`config.mk`:
```
export PLATFORM = sky130hd
export DESIGN_NAME = reg_port_arbiter_flat
export DESIGN_NICKNAME = d
export VERILOG_FILES = /design/src/rtl/reg_port_arbiter_if.sv /design/src/rtl/reg_port_arbiter.sv /design/src/flat_wrapper.sv
export SDC_FILE = /design/constraint.sdc
export NUM_CORES = 1
export LEC_CHECK = 0
export BUFFER_PORTS_ARGS = -buffer_cell sky130_fd_sc_hd__buf_2
export CAP_MARGIN = 20
export CELL_PAD_IN_SITES_DETAIL_PLACEMENT = 1
export CELL_PAD_IN_SITES_GLOBAL_PLACEMENT = 1
export CORE_MARGIN = 4
export CORE_UTILIZATION = 30
export CTS_BUF_LIST = sky130_fd_sc_hd__clkbuf_4 sky130_fd_sc_hd__clkbuf_8
export DETAILED_ROUTE_END_ITERATION = 6
export PLACE_DENSITY = 0.83
export SYNTH_ARGS = -nofsm -noshare
export SYNTH_HDL_FRONTEND = slang
export SYNTH_SLANG_ARGS = --single-unit
```
`constraint.sdc`:
```
create_clock -name CLK -period 1.8 [get_ports CLK]
set_clock_uncertainty 0.05 [all_clocks]
set_input_delay 0.27 -clock CLK [delete_from_list [all_inputs] [get_ports CLK]]
set_output_delay 0.27 -clock CLK [all_outputs]
set_load 0.02 [all_outputs]
```
`src/rtl/reg_port_arbiter_if.sv`:
```
// Shared register-file port A bundle: three requesters plus
// the registered register-file side.
interface reg_port_arbiter_if #(
  parameter int DATA_W = 16,
  parameter int ADDR_W = 3
);
  logic              wa_req;
  logic [ADDR_W-1:0] wa_addr;
  logic [DATA_W-1:0] wa_data;
  logic              wa_ack;
  logic              wb_req;
  logic [ADDR_W-1:0] wb_addr;
  logic [DATA_W-1:0] wb_data;
  logic              wb_ack;
  logic              rd_req;
  logic [ADDR_W-1:0] rd_addr;
  logic              rd_ack;
  logic [DATA_W-1:0] rd_data;
  logic              rd_valid;
  logic              RegWrite;
  logic [ADDR_W-1:0] srcA;
  logic [DATA_W-1:0] writeValue;
  logic [DATA_W-1:0] ReadA;

  modport slave (
    input  wa_req, wa_addr, wa_data,
    input  wb_req, wb_addr, wb_data,
    input  rd_req, rd_addr, ReadA,
    output wa_ack, wb_ack, rd_ack,
    output rd_data, rd_valid,
    output RegWrite, srcA, writeValue
  );

  modport master (
    output wa_req, wa_addr, wa_data,
    output wb_req, wb_addr, wb_data,
    output rd_req, rd_addr, ReadA,
    input  wa_ack, wb_ack, rd_ack,
    input  rd_data, rd_valid,
    input  RegWrite, srcA, writeValue
  );
endinterface

```
`src/rtl/reg_port_arbiter.sv`:
```
// Round-robin sequencer for the register file's shared A port
// (ALU writeback, load writeback, port-A read).
module reg_port_arbiter #(
  parameter int DATA_W = 16,
  parameter int ADDR_W = 3
) (
  input logic               CLK,
  input logic               RST,
  reg_port_arbiter_if.slave bus
);
  typedef enum logic [1:0] {
    SEL_A = 2'd0,
    SEL_B = 2'd1,
    SEL_R = 2'd2
  } sel_e;

  sel_e              last_q, last_d;
  logic              gnt_a, gnt_b, gnt_r;
  logic              regwrite_q, regwrite_d;
  logic [ADDR_W-1:0] srca_q, srca_d;
  logic [DATA_W-1:0] wval_q, wval_d;
  logic              rd_pend_q, rd_pend_d;
  logic              rd_valid_q, rd_valid_d;
  logic [DATA_W-1:0] rd_data_q, rd_data_d;

  // priority starts just after the last grantee
  always_comb begin
    gnt_a = 1'b0;
    gnt_b = 1'b0;
    gnt_r = 1'b0;
    if (!RST) begin
      unique case (last_q)
        SEL_A: begin
          if (bus.wb_req)      gnt_b = 1'b1;
          else if (bus.rd_req) gnt_r = 1'b1;
          else if (bus.wa_req) gnt_a = 1'b1;
        end
        SEL_B: begin
          if (bus.rd_req)      gnt_r = 1'b1;
          else if (bus.wa_req) gnt_a = 1'b1;
          else if (bus.wb_req) gnt_b = 1'b1;
        end
        default: begin
          if (bus.wa_req)      gnt_a = 1'b1;
          else if (bus.wb_req) gnt_b = 1'b1;
          else if (bus.rd_req) gnt_r = 1'b1;
        end
      endcase
    end
  end

  always_comb begin
    last_d     = last_q;
    regwrite_d = 1'b0;
    srca_d     = '0;
    wval_d     = '0;
    rd_pend_d  = 1'b0;
    unique case (1'b1)
      gnt_a: begin
        last_d     = SEL_A;
        regwrite_d = 1'b1;
        srca_d     = bus.wa_addr;
        wval_d     = bus.wa_data;
      end
      gnt_b: begin
        last_d     = SEL_B;
        regwrite_d = 1'b1;
        srca_d     = bus.wb_addr;
        wval_d     = bus.wb_data;
      end
      gnt_r: begin
        last_d    = SEL_R;
        srca_d    = bus.rd_addr;
        rd_pend_d = 1'b1;
      end
      default: ;
    endcase
  end

  // ReadA is valid the cycle after a read issues
  always_comb begin
    rd_valid_d = rd_pend_q;
    rd_data_d  = rd_data_q;
    if (rd_pend_q) rd_data_d = bus.ReadA;
  end

  always_ff @(posedge CLK or posedge RST) begin
    if (RST) begin
      last_q     <= SEL_R;
      regwrite_q <= 1'b0;
      srca_q     <= '0;
      wval_q     <= '0;
      rd_pend_q  <= 1'b0;
      rd_valid_q <= 1'b0;
      rd_data_q  <= '0;
    end else begin
      last_q     <= last_d;
      regwrite_q <= regwrite_d;
      srca_q     <= srca_d;
      wval_q     <= wval_d;
      rd_pend_q  <= rd_pend_d;
      rd_valid_q <= rd_valid_d;
      rd_data_q  <= rd_data_d;
    end
  end

  assign bus.wa_ack     = gnt_a;
  assign bus.wb_ack     = gnt_b;
  assign bus.rd_ack     = gnt_r;
  assign bus.RegWrite   = regwrite_q;
  assign bus.srcA       = srca_q;
  assign bus.writeValue = wval_q;
  assign bus.rd_valid   = rd_valid_q;
  assign bus.rd_data    = rd_data_q;
endmodule

```
`src/flat_wrapper.sv`:
```
// flat-port wrapper written by rule: the top's interface ports become plain ports
module reg_port_arbiter_flat 
#(
  parameter int DATA_W = 16,
  parameter int ADDR_W = 3
)
  (CLK, RST, bus_wa_req, bus_wa_addr, bus_wa_data, bus_wb_req, bus_wb_addr, bus_wb_data, bus_rd_req, bus_rd_addr, bus_ReadA, bus_wa_ack, bus_wb_ack, bus_rd_ack, bus_rd_data, bus_rd_valid, bus_RegWrite, bus_srcA, bus_writeValue);
  reg_port_arbiter_if #(.DATA_W(DATA_W), .ADDR_W(ADDR_W)) bus_i ();
  input logic CLK;
  input logic RST;
  input wire logic [$bits(bus_i.wa_req)-1:0] bus_wa_req;
  input wire logic [$bits(bus_i.wa_addr)-1:0] bus_wa_addr;
  input wire logic [$bits(bus_i.wa_data)-1:0] bus_wa_data;
  input wire logic [$bits(bus_i.wb_req)-1:0] bus_wb_req;
  input wire logic [$bits(bus_i.wb_addr)-1:0] bus_wb_addr;
  input wire logic [$bits(bus_i.wb_data)-1:0] bus_wb_data;
  input wire logic [$bits(bus_i.rd_req)-1:0] bus_rd_req;
  input wire logic [$bits(bus_i.rd_addr)-1:0] bus_rd_addr;
  input wire logic [$bits(bus_i.ReadA)-1:0] bus_ReadA;
  output wire logic [$bits(bus_i.wa_ack)-1:0] bus_wa_ack;
  output wire logic [$bits(bus_i.wb_ack)-1:0] bus_wb_ack;
  output wire logic [$bits(bus_i.rd_ack)-1:0] bus_rd_ack;
  output wire logic [$bits(bus_i.rd_data)-1:0] bus_rd_data;
  output wire logic [$bits(bus_i.rd_valid)-1:0] bus_rd_valid;
  output wire logic [$bits(bus_i.RegWrite)-1:0] bus_RegWrite;
  output wire logic [$bits(bus_i.srcA)-1:0] bus_srcA;
  output wire logic [$bits(bus_i.writeValue)-1:0] bus_writeValue;
  assign bus_i.wa_req = bus_wa_req;
  assign bus_i.wa_addr = bus_wa_addr;
  assign bus_i.wa_data = bus_wa_data;
  assign bus_i.wb_req = bus_wb_req;
  assign bus_i.wb_addr = bus_wb_addr;
  assign bus_i.wb_data = bus_wb_data;
  assign bus_i.rd_req = bus_rd_req;
  assign bus_i.rd_addr = bus_rd_addr;
  assign bus_i.ReadA = bus_ReadA;
  assign bus_wa_ack = bus_i.wa_ack;
  assign bus_wb_ack = bus_i.wb_ack;
  assign bus_rd_ack = bus_i.rd_ack;
  assign bus_rd_data = bus_i.rd_data;
  assign bus_rd_valid = bus_i.rd_valid;
  assign bus_RegWrite = bus_i.RegWrite;
  assign bus_srcA = bus_i.srcA;
  assign bus_writeValue = bus_i.writeValue;
  reg_port_arbiter #(.DATA_W(DATA_W), .ADDR_W(ADDR_W)) u_core (.CLK(CLK), .RST(RST), .bus(bus_i));
endmodule
```
* Word level (Yosys, flattened, before mapping)
Index checks and enable logic that the tools add are counted.
** Operators by class
- Equality and inequality tests :: 1
- Multiplexer cells :: 20
- Reduce and logical (&&, ||, !) cells :: 3
** Operators with widths (number)
- one-hot mux 16 bit (2 select lines) :: 1
- 2-to-1 mux 1 bit :: 14
- one-hot mux 3 bit (3 select lines) :: 1
- one-hot mux 1 bit (2 select lines) :: 3
- one-hot mux 2 bit (3 select lines) :: 1
- nonzero test 3 bit :: 1
- == test 2 x 1 -> 1 bit (second input constant) :: 1
- zero test 2 bit :: 1
- OR reduction 2 bit :: 1
** Storage, ports and cells
- Register bits :: 40
- Bits of input ports :: 62
- Logic and storage cells :: 31

* Longest topological paths before layout
Gate-level depths: netlist of run 1.
- Word-level depth :: 7
- Gate-level depth with buffers :: 4
- Gate-level depth less buffers :: 3

* Worst setup path after synthesis of run 1
No wires, ideal clock.
- Kind :: reg-to-output
- Start point :: reg u_core.last_q[1]
- End point :: out bus_wb_ack
- Data arrival time :: 1242 ps
- Data required time :: 1480 ps
- Slack :: 238 ps
- Stages on the path, launching flop included :: 5
- Path buffers :: 1
- Path through :: dfstp_2 -> nor2b_2 -> o22ai_1 -> buf_4 -> and2_1
** Between the ends
- Cells in the longest elaborated chain, start to end :: 3
- Elaborated cells between the ends (all ways) :: 4
- Classes of those cells :: 1 x eq/ne; 2 x mux; 1 x reduce/logical
** RTL lines
- start: declaration :: RTL line reg_port_arbiter.sv:17 : sel_e last_q, last_d;
- start signal: assignment :: RTL line reg_port_arbiter.sv:97 : last_q <= last_d;
- == test 2 x 1 -> 1 bit or zero test 2 bit (tied branches) :: RTL line reg_port_arbiter.sv:32 : unique case (last_q)
- one-hot mux 1 bit (2 select lines) (*) :: RTL line reg_port_arbiter.sv:32
- 2-to-1 mux 1 bit (*) :: RTL line reg_port_arbiter.sv:31 : if (!RST) begin
- end: declaration :: RTL line flat_wrapper.sv:21 : output wire logic [$bits(bus_i.wb_ack)-1:0] bus_wb_ack;
Every way passes the cells marked *; elsewhere a longest branch is shown, timed or not.

* Worst setup path after layout of run 1
- Start point :: reg u_core.last_q[1]
- End point :: out bus_rd_ack
** Between the ends
- Cells in the longest elaborated chain, start to end :: 3
- Elaborated cells between the ends (all ways) :: 4
- Classes of those cells :: 1 x eq/ne; 2 x mux; 1 x reduce/logical
** RTL lines
- == test 2 x 1 -> 1 bit or zero test 2 bit (tied branches) :: RTL line reg_port_arbiter.sv:32
- one-hot mux 1 bit (2 select lines) (*) :: RTL line reg_port_arbiter.sv:32
- 2-to-1 mux 1 bit (*) :: RTL line reg_port_arbiter.sv:31
- end: declaration :: RTL line flat_wrapper.sv:22 : output wire logic [$bits(bus_i.rd_ack)-1:0] bus_rd_ack;
Marked as above.

==> flow_metrics.env, run 1 <==
export IMPL_status="completed"
export IMPL_path_class="register to output port"
export IMPL_drtAntennaViolNets=0
export IMPL_grt_use_total=0.149
export IMPL_clkTransAtPathRegs_ns=0.08
export IMPL_floorplan_initialDensity=0.312
export IMPL_fin_nets=279
export IMPL_grt_pass1_vias=1457
export IMPL_cts_tree="yes"
export IMPL_worst_path_buf_inv=1
export IMPL_async_flop_share=1.00
export IMPL_syn_inst=109
export IMPL_reg2reg_depth=4
export IMPL_maxCapViolations=0
export IMPL_yosysTopAreaCell="dfrtp_1"
export IMPL_cp_arrival_ns=1.41
export IMPL_fp_dieH_um=81.3
export IMPL_worst_slack_ns=0.0668
export IMPL_timing_rr_end="u_core.bus.srcA[0]"
export IMPL_postSynthAreaPerCell_um2=14.8
export IMPL_seq_area_frac_synth=0.621
export IMPL_leakage_uw=0.00125
export IMPL_design_die_area_um2=6610
export IMPL_rrSetupSlack_ns=0.32
export IMPL_io_pins=102
export IMPL_drt_iter0_markers=38
export IMPL_fill_cells=586
export IMPL_drive_gt1_frac=0.636
export IMPL_post_route_min_period_ns=1.73
export IMPL_slew_headroom=0.753
export IMPL_cpMaxStageDelayCell="dfstp_2"
export IMPL_ys_ff_latch=40
export IMPL_synth_cell_types=23
export IMPL_place_gp_congestion=0.723
export IMPL_min_from="bus_wa_data[6]"
export IMPL_worst_slew_pin_slew_ns=0.369
export IMPL_tns_ns=0
export IMPL_remaining_drc_errors=0
export IMPL_die_w_um=81.3
export IMPL_critPathTopFamily="flip-flops"
export IMPL_min_path_cells=2
export IMPL_cp_start_kind="register"
export IMPL_dr_total_vias=1368
export IMPL_coreArea_um2=5170
export IMPL_wire_per_inst_um=16.8
export IMPL_critPathCaptureType="output port"
export IMPL_cpPeakStageDelay_ns=0.61
export IMPL_synthesis_area_um2=1610
export IMPL_crit_path_start="u_core.last_q[1]"
export IMPL_clockRootBuffer="clkbuf_8"
export IMPL_fmaxAchievable_ghz=0.577
export IMPL_vias_per_cell=4.77
export IMPL_synth_edf_count=0
export IMPL_overflow=0
export IMPL_synth_area_top_cells="dfrtp_1 61%, mux2_2 12%, a32o_1 9.9%"
export IMPL_cts_sinks=40
export IMPL_wl_mm=4.83
export IMPL_slew_viol_final=0
export IMPL_synth_top_cell_area_share=0.605
export IMPL_hold_path_class="primary input to register"
export IMPL_numCtsBuffers=5
export IMPL_min_period_over_period=0.963
export IMPL_cts_max_level=2
export IMPL_crit_chain="a21oi_1 > o21a_1 > buf_2"
export IMPL_cts_buffer_depth=2
export IMPL_min_to="u_core.bus.writeValue[6]"
export IMPL_rsz0062_at_grt="yes"
export IMPL_dp_slack_ns=0.335
export IMPL_io_buffer_count=101
export IMPL_first_pass_iters=4
export IMPL_grt_antenna_before_repair=0
export IMPL_clk_latency_ns=0.28
export IMPL_setup_viol=0
export IMPL_required_ns=1.48
export IMPL_peakVddDrop_uv=460
export IMPL_powerDensity_nw_per_um2=1150
export IMPL_grt_first_pass_wirelength_mm=7.32
export IMPL_grt_max_degree=28
export IMPL_finalHoldViolations=0
export IMPL_dp_hpwl_mm=3.90
export IMPL_cp_max_fo=7
export IMPL_ys_flop_type="dfrtp_1"
export IMPL_area_growth_syn_to_layout_pct=46.8
export IMPL_synth_warnings=0
export IMPL_n_antenna_cell=0
export IMPL_r2r_start="u_core.last_q[0]"
export IMPL_fin_util=0.458
export IMPL_synth_fp_nets=171
export IMPL_rows=26
worst reg2reg max path, cell delays in order, from the launching register on:
cell	delay (ns)
dfrtp_1	0.43
nor3b_2	0.26
nor3_4	0.07
buf_4	0.19
a221o_1	0.36
per-layer routing:
metal	track usage	up-vias	part of all wire	wire length, um
met3	0.0499	2	0.093	451
met1	0.169	662	0.39	1880
met4	0.0456	0	0.0070	34
li1	-	634	-	-
met2	0.263	70	0.51	2470
met5	0	-	0	0
sequential cells by signal, summed over array words and instances (netlist names):
| register | count |
|---|---|
| u_core.bus.rd_data | 16 |
| u_core.bus.writeValue | 16 |
| u_core.bus.srcA | 3 |
| u_core.last_q | 2 |
| u_core.bus.RegWrite | 1 |
| u_core.bus.rd_valid | 1 |
| u_core.rd_pend_q | 1 |
cell families after synthesis:
| group | Yosys count | share of synthesized area |
|---|---|---|
| flops | 40 | 0.621 |
| compound gates | 29 | 0.164 |
| mux | 17 | 0.119 |
| simple gates | 14 | 0.0605 |
| buf+inv | 9 | 0.0357 |
worst max-delay path by stage:
stage                     slack (ns)  cells after the start                 end
after floorplan                 0.24                      4          bus_wb_ack
after global placement          0.38                      3          bus_wa_ack
after detailed placement        0.34                      4  u_core.bus.srcA[2]
after CTS                       0.01                      4          bus_wb_ack
after global routing           -0.02                      3          bus_rd_ack
final                           0.07                      3          bus_rd_ack
area by class of cell:
type	count	area [um^2]	area share
flip-flops and latches	40	1000	0.423
repair buffers	109	577	0.244
multi-input cells	60	568	0.240
well taps	70	87.6	0.0370
clock buffers	5	68.8	0.0291
clock inverters	2	60.1	0.0254
inverters	1	3.75	0.00159
through the flow:
step           std cells  area, um^2  power [uW]  hold WS [ns]
4_1_cts              287        2350        2750         0.139
3_5_place_dp         279        2210        1900         0.311
2_1_floorplan        109        1610        1600         0.299
6_report             287        2370        2720         0.148
5_1_grt              287        2370        2870         0.128
3_3_place_gp         279        2210        1870         0.312
cell usage after synthesis, drive strengths merged, types with 2 or more instances:
master	instances
dfrtp	39
a32o	16
mux2	17
nand2b	3
o21ai	2
nor2b	4
buf	8
o211a	3
a221o	3
and2	4
cells in the final DEF, fill, tap and decap left out, types with 2 or more instances in the layout:
cell type	synthesis	layout
clkbuf_8	0	5
mux2_2	17	17
bufinv_16	0	2
dfrtp_1	39	39
buf_4	3	8
a221o_1	3	3
o21ai_0	2	2
buf_2	4	99
o211a_1	3	3
nor2b_1	3	3
nand2b_1	3	3
a32o_1	16	16
and2_1	4	3
power by group:
| group | total [uW] | switching [uW] | internal (uW) |
|---|---|---|---|
| logic | 745 | 427 | 317 |
| registers | 1130 | 74.1 | 1060 |
| clock network | 844 | 298 | 546 |
timing repair:
| action | 4_1_cts | 5_1_grt |
|---|---|---|
| setup buffers | 0 | 0 |
| endpoints found under the hold margin | 6 | 0 |
| setup endpoints to repair | 0 | 3 |
| gates resized for setup | 0 | 6 |
| hold buffers | 1 | 0 |
(Power assumes the default switching activity.)
==> run 2, diff against run 1 <==
BUFFER_PORTS_ARGS = -buffer_cell sky130_fd_sc_hd__buf_4   (was -buffer_cell sky130_fd_sc_hd__buf_2)
HOLD_SLACK_MARGIN = 0.05   (was unset)
SETUP_SLACK_MARGIN = 0.4   (was unset)
==> flow_metrics.env, run 2 (synthesized netlist as in run 1, its figures left out) <==
export IMPL_status="completed"
export IMPL_hold_path_class="primary input to asynchronous set/reset pin"
export IMPL_clkTransAtPathRegs_ns=0.07
export IMPL_drtAntennaViolNets=0
export IMPL_area_growth_syn_to_layout_pct=71.8
export IMPL_grt_max_degree=41
export IMPL_drt_iter0_markers=37
export IMPL_post_route_min_period_ns=1.73
export IMPL_grt_pass1_vias=1409
export IMPL_seq_power_share=0.396
export IMPL_n_antenna_cell=0
export IMPL_drive_gt1_frac=0.678
export IMPL_final_cells=297
export IMPL_total_power_uw=2900
export IMPL_placedCellCount=279
export IMPL_cts_sinks=40
export IMPL_wl_met1_mm=2.01
export IMPL_swShare=0.298
export IMPL_powerDensity_nw_per_um2=1040
export IMPL_fin_nets=288
export IMPL_fp_dieH_um=81.3
export IMPL_pwr_share_comb=0.359
export IMPL_critPathCaptureType="output port"
export IMPL_fmaxAchievable_ghz=0.579
export IMPL_setup_viol=0
export IMPL_p_sw_uw=862
export IMPL_rsz0062_at_grt="yes"
export IMPL_grt_first_pass_wirelength_mm=7.42
export IMPL_grt_use_total=0.151
export IMPL_top_layer="met4"
export IMPL_cp_arrival_ns=1.41
export IMPL_worst_slew_pin_slew_ns=0.505
export IMPL_peakVddDrop_uv=542
export IMPL_tns_ns=0
export IMPL_dp_hpwl_mm=3.79
export IMPL_cts_hold_buf=0
export IMPL_fill_cells=540
export IMPL_cpMaxStageDelayCell="dfstp_2"
export IMPL_io_pins=102
export IMPL_dr_total_vias=1411
export IMPL_remaining_drc_errors=0
export IMPL_wl_mm=5.14
export IMPL_wire_per_inst_um=17.3
export IMPL_required_ns=1.48
export IMPL_clockRootBuffer="clkbuf_8"
export IMPL_cp_max_fo=6
export IMPL_place_gp_congestion=0.684
export IMPL_mostFrequentLayoutCell="buf_4"
export IMPL_slew_headroom=0.663
export IMPL_critPathTopFamily="flip-flops"
export IMPL_die_w_um=81.3
export IMPL_dr_wl_met2_mm=2.54
export IMPL_layout_common_cells="110 x buf_4, 38 x dfrtp_1, 16 x mux2_2"
export IMPL_cts_buffer_depth=2
export IMPL_worst_path_buf_inv=2
export IMPL_coreArea_um2=5170
export IMPL_intPower_uw=2030
export IMPL_maxCapViolations=0
export IMPL_design_die_area_um2=6610
export IMPL_cts_tree="yes"
export IMPL_grt_antenna_before_repair=0
export IMPL_vias_per_cell=4.75
export IMPL_power_share_clock=0.245
export IMPL_io_buffer_count=101
export IMPL_slew_viol_final=0
export IMPL_clk_latency_ns=0.28
export IMPL_first_pass_iters=4
export IMPL_crit_chain="buf_6 > o22ai_4 > and2_4 > buf_6"
export IMPL_floorplan_initialDensity=0.312
export IMPL_cpPeakStageDelay_ns=0.64
export IMPL_numCtsBuffers=5
export IMPL_cts_max_level=2
export IMPL_min_period_over_period=0.960
export IMPL_critPathMostFrequentCell="buf_6"
export IMPL_leakage_uw=0.00140
export IMPL_multi_input_area_um2=589
export IMPL_cp_start_kind="register"
export IMPL_rows=26
export IMPL_fin_util=0.536
export IMPL_dr_wl_met3_um=509
export IMPL_finalHoldViolations=0
export IMPL_register_area_um2=1000
export IMPL_path_class="register to output port"
export IMPL_overflow=0
-- run 2: per-stage QoR --
step / hold slack, ns / worst slack, ns / cell area, um^2
5_1_grt: 0.130 / 0.0130 / 2770
6_report: 0.0867 / 0.0726 / 2770
3_5_place_dp: 0.413 / 0.324 / 2470
2_1_floorplan: 0.299 / 0.385 / 1630
3_3_place_gp: 0.415 / 0.356 / 2470
4_1_cts: 0.101 / 0.0948 / 2690
-- run 2: path summary, 6_finish.rpt --
check	cells after the start	slack, ns	end	from
max	4	0.07	bus_wb_ack	u_core.last_q[1]
min	3	0.09	u_core.last_q[0]	RST
max reg2reg	6	0.10	u_core.bus.srcA[1]	u_core.last_q[1]
min reg2reg	1	0.46	u_core.bus.rd_data[11]	u_core.bus.rd_data[11]
max in group asynchronous	3	1.25	u_core.last_q[0]	RST
min in group CLK	2	0.15	u_core.bus.writeValue[13]	bus_wa_data[13]
-- run 2: repair_timing --
action / in CTS / in global routing
setup endpoints to repair: 15 / 24
resized for setup: 9 / 10
gates cloned: 1 / 2
setup buffers: 6 / 1
pin swaps: 2 / 10
-- run 2: tightest hold or removal path, cell delays in order --
cell and delay, ns:
buf_4 0.13, inv_1 0.05, buf_4 0.41
-- run 2: layout make-up --
type,count,share of cell area
Sequential cell,40,0.362
Inverter,1,0.00135
Tap cell,70,0.0316
Clock inverter,3,0.0153
Timing Repair Buffer,118,0.352
Clock buffer,5,0.0248
Multi-Input combinational cell,60,0.213
-- run 2: power groups by stage --
stage	combinational [uW]	sequential, uW	clock [uW]
after floorplan	268	1340	0
after global placement	857	1150	0
after detailed placement	874	1160	0
after CTS	976	1150	738
after global routing	1100	1160	786
final	1040	1150	711
-- run 2: per-layer routing --
metal | up-vias | GRT usage
met3 | 4 | 0.0510
met5 | - | 0
met2 | 77 | 0.262
met1 | 681 | 0.172
met4 | 0 | 0.0557
li1 | 649 | -
